`config.mk`:
```
export PLATFORM = sky130hd
export DESIGN_NAME = im_prog_loader
export DESIGN_NICKNAME = d
export VERILOG_FILES = /design/src/rtl/im_prog_loader_pkg.sv /design/src/rtl/im_word_packer.sv /design/src/rtl/im_prog_loader.sv
export SDC_FILE = /design/constraint.sdc
export NUM_CORES = 1
export LEC_CHECK = 0
export ABC_AREA = 1
export CORE_MARGIN = 2
export CORE_UTILIZATION = 40
export CTS_CLUSTER_SIZE = 14
export DETAILED_ROUTE_END_ITERATION = 16
export DONT_BUFFER_PORTS = 1
export PLACE_DENSITY = 0.54
export SYNTH_ARGS = -nofsm -noshare
export SYNTH_HDL_FRONTEND = slang
export SYNTH_SLANG_ARGS = --single-unit
```
`constraint.sdc`:
```
create_clock -name CLK -period 2.19 [get_ports CLK]
set_input_delay 0.219 -clock CLK [delete_from_list [all_inputs] [get_ports CLK]]
set_output_delay 0.219 -clock CLK [all_outputs]
set_load 0.02 [all_outputs]
```
`src/rtl/im_prog_loader_pkg.sv`:
```
// Shared definitions for the instruction-memory program loader.
// Latency: n/a (types, constants and a decode helper only).
// Backpressure: n/a.
//
// Contents: FSM state encoding, stream framing constants, busy decode.
package im_prog_loader_pkg;

  typedef logic [2:0] state_t;

  localparam state_t ST_IDLE = 3'd0;
  localparam state_t ST_HDR  = 3'd1;
  localparam state_t ST_LOAD = 3'd2;
  localparam state_t ST_CSUM = 3'd3;
  localparam state_t ST_DONE = 3'd4;
  localparam state_t ST_ERR  = 3'd5;

  // Length header is a 16-bit word count, MSB first.
  localparam int HDR_BYTES      = 2;
  localparam int BYTES_PER_WORD = 4;

  // States in which the loader is consuming the byte stream.
  function automatic logic is_busy(input state_t s);
    return (s == ST_HDR) || (s == ST_LOAD) || (s == ST_CSUM);
  endfunction

endpackage

```
`src/rtl/im_word_packer.sv`:
```
// Packs a byte stream big-endian into 32-bit words.
// Latency: word_vld/word_dat one cycle after the 4th byte of a word.
// Backpressure: none; caller gates byte_vld, one byte per cycle sustained.
//
// Ports: CLK, RST_N (async active-low); clr drops any partial word;
//        byte_vld/byte_dat in; word_done (comb, 4th byte now);
//        word_vld (one-cycle pulse) / word_dat (held until next word).
module im_word_packer
  import im_prog_loader_pkg::*;
(
  input  logic        CLK,
  input  logic        RST_N,
  input  logic        clr,
  input  logic        byte_vld,
  input  logic [7:0]  byte_dat,
  output logic        word_done,
  output logic        word_vld,
  output logic [31:0] word_dat
);

  localparam logic [1:0] LAST_BYTE = 2'(BYTES_PER_WORD - 1);

  logic [1:0]  byte_cnt;
  logic [23:0] sreg;

  assign word_done = byte_vld && (byte_cnt == LAST_BYTE);

  always_ff @(posedge CLK or negedge RST_N) begin
    if (!RST_N) begin
      byte_cnt <= '0;
      sreg     <= '0;
      word_vld <= 1'b0;
      word_dat <= '0;
    end else begin
      word_vld <= word_done;
      if (clr) begin
        byte_cnt <= '0;
      end else if (byte_vld) begin
        byte_cnt <= byte_cnt + 2'd1;
        sreg     <= {sreg[15:0], byte_dat};
      end
      // First byte of the word has shifted up to bits 31:24 by now.
      if (word_done) begin
        word_dat <= {sreg, byte_dat};
      end
    end
  end

endmodule

```
`src/rtl/im_prog_loader.sv`:
```
// Loads a length-prefixed byte stream into instruction memory, CPU held in reset.
// Latency: WE one cycle after the 4th byte of each word; no stall between words.
// Backpressure: registered IN_READY, high only while consuming header/payload/checksum.
//
// Ports: CLK, RST_N (async active-low); START; IN_DATA/IN_VALID/IN_READY stream;
//        WE/W_Addr/W_Ins IM write port; CPU_RST, BUSY, DONE, ERR, WORD_CNT status.
// Build option: define IM_LOADER_CHECKSUM_EN to require a trailing 8-bit
//        modulo-256 sum of the payload bytes before releasing the CPU.
module im_prog_loader
  import im_prog_loader_pkg::*;
#(
  parameter int                ADDR_W    = 32,
  parameter logic [ADDR_W-1:0] BASE_ADDR = '0,
  parameter int                MAX_WORDS = 1024
) (
  input  logic              CLK,
  input  logic              RST_N,
  input  logic              START,
  input  logic [7:0]        IN_DATA,
  input  logic              IN_VALID,
  output logic              IN_READY,
  output logic              WE,
  output logic [ADDR_W-1:0] W_Addr,
  output logic [31:0]       W_Ins,
  output logic              CPU_RST,
  output logic              BUSY,
  output logic              DONE,
  output logic              ERR,
  output logic [15:0]       WORD_CNT
);

  localparam logic HDR_LAST = 1'(HDR_BYTES - 1);

`ifdef IM_LOADER_CHECKSUM_EN
  localparam state_t ST_AFTER_PAYLOAD = ST_CSUM;
`else
  localparam state_t ST_AFTER_PAYLOAD = ST_DONE;
`endif

  state_t      state, state_nxt;
  logic        accept;
  logic        start_ok;
  logic        hdr_idx;
  logic [7:0]  hdr_hi;
  logic [15:0] hdr_n;
  logic [15:0] n_words;
  logic        pk_byte_vld;
  logic        pk_word_done;
  logic        last_word;
`ifdef IM_LOADER_CHECKSUM_EN
  logic [7:0]  csum;
`endif

  assign accept      = IN_VALID && IN_READY;
  assign start_ok    = START && ((state == ST_IDLE) || (state == ST_DONE) || (state == ST_ERR));
  assign hdr_n       = {hdr_hi, IN_DATA};
  assign pk_byte_vld = accept && (state == ST_LOAD);
  // WORD_CNT already counts every earlier word when the next one completes.
  assign last_word   = pk_word_done && (WORD_CNT == n_words - 16'd1);

  im_word_packer u_packer (
    .CLK       (CLK),
    .RST_N     (RST_N),
    .clr       (start_ok),
    .byte_vld  (pk_byte_vld),
    .byte_dat  (IN_DATA),
    .word_done (pk_word_done),
    .word_vld  (WE),
    .word_dat  (W_Ins)
  );

  // State register.
  always_ff @(posedge CLK or negedge RST_N) begin
    if (!RST_N) state <= ST_IDLE;
    else        state <= state_nxt;
  end

  // Next-state logic.
  always_comb begin
    state_nxt = state;
    case (state)
      ST_IDLE, ST_DONE, ST_ERR: begin
        if (START) state_nxt = ST_HDR;
      end
      ST_HDR: begin
        if (accept && (hdr_idx == HDR_LAST)) begin
          if (int'(hdr_n) > MAX_WORDS) state_nxt = ST_ERR;
          else if (hdr_n == 16'd0)     state_nxt = ST_AFTER_PAYLOAD;
          else                         state_nxt = ST_LOAD;
        end
      end
      ST_LOAD: begin
        if (last_word) state_nxt = ST_AFTER_PAYLOAD;
      end
`ifdef IM_LOADER_CHECKSUM_EN
      ST_CSUM: begin
        if (accept) state_nxt = (IN_DATA == csum) ? ST_DONE : ST_ERR;
      end
`endif
      default: state_nxt = ST_IDLE;
    endcase
  end

  // Status outputs. A new START re-asserts CPU reset straight away.
  always_comb begin
    BUSY    = is_busy(state);
    DONE    = (state == ST_DONE);
    ERR     = (state == ST_ERR);
    CPU_RST = (state != ST_DONE) || START;
  end

  // Header capture, word address/count and stream ready.
  always_ff @(posedge CLK or negedge RST_N) begin
    if (!RST_N) begin
      IN_READY <= 1'b0;
      hdr_idx  <= 1'b0;
      hdr_hi   <= '0;
      n_words  <= '0;
      WORD_CNT <= '0;
      W_Addr   <= BASE_ADDR;
    end else begin
      IN_READY <= is_busy(state_nxt);
      if (start_ok) begin
        hdr_idx  <= 1'b0;
        WORD_CNT <= '0;
      end else begin
        if (accept && (state == ST_HDR)) begin
          if (hdr_idx == HDR_LAST) begin
            n_words <= hdr_n;
            hdr_idx <= 1'b0;
          end else begin
            hdr_hi  <= IN_DATA;
            hdr_idx <= hdr_idx + 1'b1;
          end
        end
        // Address and count land together with the WE pulse.
        if (pk_word_done) begin
          W_Addr   <= BASE_ADDR + ADDR_W'({WORD_CNT, 2'b00});
          WORD_CNT <= WORD_CNT + 16'd1;
        end
      end
    end
  end

`ifdef IM_LOADER_CHECKSUM_EN
  always_ff @(posedge CLK or negedge RST_N) begin
    if (!RST_N)           csum <= '0;
    else if (start_ok)    csum <= '0;
    else if (pk_byte_vld) csum <= csum + IN_DATA;
  end
`endif

endmodule
```
==> results.yml <==
die:
  coreArea_um2: 13800
  die_x_um: 122
  boundaryPins: 98
  die_h_um: 122
  dieArea_um2: 15000
  fp-row-count: 43
  initial_core_util_pct: 40.7
clocking:
  clock_latency_ps: 420
  postCtsSetupRepairBufs: 0
  cts_sinks: 120
  numCtsBuffers: 17
  cts.path.max_buffers: 2
  path_clk_slew_ps: 50
  root_buffer: "clkbuf_16"
  cts_tree: "built"
  cts_hold_buffers: 8
  htree_levels: 4
synth:
  synth.avg_cell_area_um2: 8.18
  synthArstFlopShare_pct: 100
  yosysWarnings: 0
  synth.distinct_cells: 37
  yosysSeqAreaShare_pct: 53.6
  synth_ff_type: "dfrtp_1"
  synth_top_area_share_pct: 53.6
  synth_edf_count: 0
  ys_ff_latch: 120
  synth.most_common_cell: "nand2_1"
  yosysTopAreaCell: "dfrtp_1"
  synth_area_leaders: "dfrtp_1, nand2_1, o21ai_0, inv_1, nor2_1"
  syn_inst: 685
  ys_top_cells_by_count: "nand2_1, dfrtp_1, o21ai_0"
  netlist_area_um2: 5610
finish:
  finalInstanceArea_um2: 6500
  num-fill-cells: 1390
  layout-drive-gt1-share_pct: 8.39
  multi_input_area_um2: 2130
  area_delta_synth_final_pct: 16.0
  seqCellArea_um2: 3000
  antenna_cells: 0
  final_nets: 717
global_route:
  grt_start_max_net_pins: 121
  grtUsageTotal_pct: 19.1
  overflow: 0
  grt_pass1_vias: 4100
  grt_first_pass_wirelength_um: 21700
  antenna_found_initial: 0
detailed_routing:
  drc: 0
  wl_met3_um: 1010
  post_drt_via_cell_ratio: 4.91
  drtAntennaViolNets: 0
  top_layer: "met4"
  wl_per_cell_um: 14.9
  drtIter0Drc: 283
  firstDrtPassIters: 5
  routed-wl-met2_um: 5790
  vias: 4390
  met1_length_um: 6320
  drt_wl_total_um: 13400
timing:
  whs_ps: -500
  fmax_mhz: 516
  setup_viol: 0
  final_max_slew_viol_count: 0
  hold_viol: 120
  post-route-period-util_pct: 88.6
  fin_tns_setup_ps: 0
  fin_worst_skew_ps: 10.9
  grt_setup_unrepaired: "no"
  fin_crit_ps: 1940
worst_setup_path:
  critical_path_class: "reg -> reg"
  cp_data_arrival_time_ps: 2230
  r2r_slack_ps: 250
  cp.required_ps: 2480
  worstSetupStartpointType: "register"
  end_kind: "register"
  crit_fanout: 4
power:
  pwr-share-seq_pct: 38.8
  swShare_pct: 32.3
  p_int_w: 0.00519
  p_per_area_nw_per_um2: 1180
  p_leak_nw: 3.23
  comb_power_share_pct: 22.5
  ir_drop_mv: 0.566
  switching_power_w: 0.00247
  clock_power_share_pct: 38.7
worst_hold_path:
  hp-class: "in -> async"
placed_design:
  place_hpwl_um: 9370
  place_area_um2: 5790
  place_congestion: 0.878
  portBuffers: 0
flow_run:
  cap_violations: 0
run_status:
  violations: "negative hold slack"
  status: "complete, but fails checks"
## critical path, stage by stage, from the launching register on
cell     delay, ps
dfrtp_1        380
inv_2           80
ha_1           190
nand2_1        100
nor2_1         210
nand2_1         80
nand2_1         60
nand2_1         50
inv_1           40
nand2_1         40
nor2_1          90
nand2_1         50
nor2_1         130
nand2_1        130
nand2_1        100
nand3_1         70
## routing by layer
layer | track usage (%) | vias up
li1 | - | 2167
met1 | 26.4 | 2064
met2 | 27.2 | 141
met3 | 6.92 | 18
met4 | 7.83 | 0
met5 | 0 | -
## path summary, 6_finish.rpt
path	end	cells past startpoint	start
max	IN_READY	15	n_words[0]
min	u_packer.word_dat[31]	0	RST_N
max reg2reg	IN_READY	15	n_words[0]
min reg2reg	u_packer.sreg[17]	2	u_packer.sreg[9]
max in group asynchronous	n_words[6]	0	RST_N
min in group CLK	hdr_hi[1]	2	IN_DATA[1]
## state kept, by name (all words and copies together), names as in the netlist
register / flops
u_packer.byte_cnt: 2
hdr_hi: 8
IN_READY: 1
u_packer.word_dat: 32
W_Addr: 16
state: 3
u_packer.sreg: 24
hdr_idx: 1
WORD_CNT: 16
n_words: 16
u_packer.word_vld: 1
## cell type report
cell class,count,share of cell area [%]
tap,180,3.46
clock buffer,21,7.08
clock inverter,11,2.64
sequential,120,46.2
timing repair buffer,20,2.81
inverter,86,4.97
multi-input combinational,457,32.8
## per-stage QoR
stage / util, % / total power [W] / worst slack [ps] / hold WS (ps) / std cells
floorplan: - / 0.00426 / 514 / -76.6 / 700
global placement: 42.0 / 0.00468 / 321 / -73.4 / 855
detailed placement: 42.0 / 0.00470 / 280 / -73.5 / 855
CTS: 47.2 / 0.00773 / 257 / -529 / 895
global route: 47.2 / 0.00816 / 5.27 / -527 / 895
finish: 47.2 / 0.00766 / 251 / -500 / 895
## power groups by stage
stage          logic, W  clock network, W  registers, W
5_1_grt         0.00201           0.00313       0.00303
3_3_place_gp    0.00169                 0       0.00299
2_1_floorplan   0.00135                 0       0.00291
3_5_place_dp    0.00170                 0       0.00300
4_1_cts         0.00173           0.00303       0.00297
6_report        0.00172           0.00297       0.00297
## logic make-up (layout without fill, tap and decap cells)
| group | count (synthesis) | after routing | synth area share, % |
|---|---|---|---|
| compound gates | 119 | 119 | 11.0 |
| buf+inv | 123 | 138 | 9.40 |
| xor+xnor | 13 | 13 | 2.03 |
| fa+ha+maj | 3 | 3 | 0.670 |
| other cells | 1 | 16 | 0.0669 |
| flops | 120 | 120 | 53.6 |
| simple gates | 306 | 306 | 23.3 |
## layout by cell type (no fill, tap or decap), types with 3 or more instances in the layout
cell	synthesis	layout
nand2_1	200	200
dfrtp_1	120	120
o21ai_0	82	82
inv_1	80	80
nor2_1	54	53
nand3_1	22	22
o21ai_1	21	21
clkbuf_16	0	17
conb_1	1	16
xor2_1	11	11
buf_4	16	11
a21oi_1	9	9
nand4_1	8	8
dlygate4sd3_1	0	8
nor3_1	6	6
inv_2	5	5
bufinv_16	0	4
nor2_4	3	3
nand3_2	3	3
ha_1	3	3
clkinv_4	0	3
## timing repair
action	4_1_cts	5_1_grt
resized for setup	0	1
endpoints found under the hold margin	142	120
setup endpoints to repair	0	1
Power figures use the tool's default switching activity.
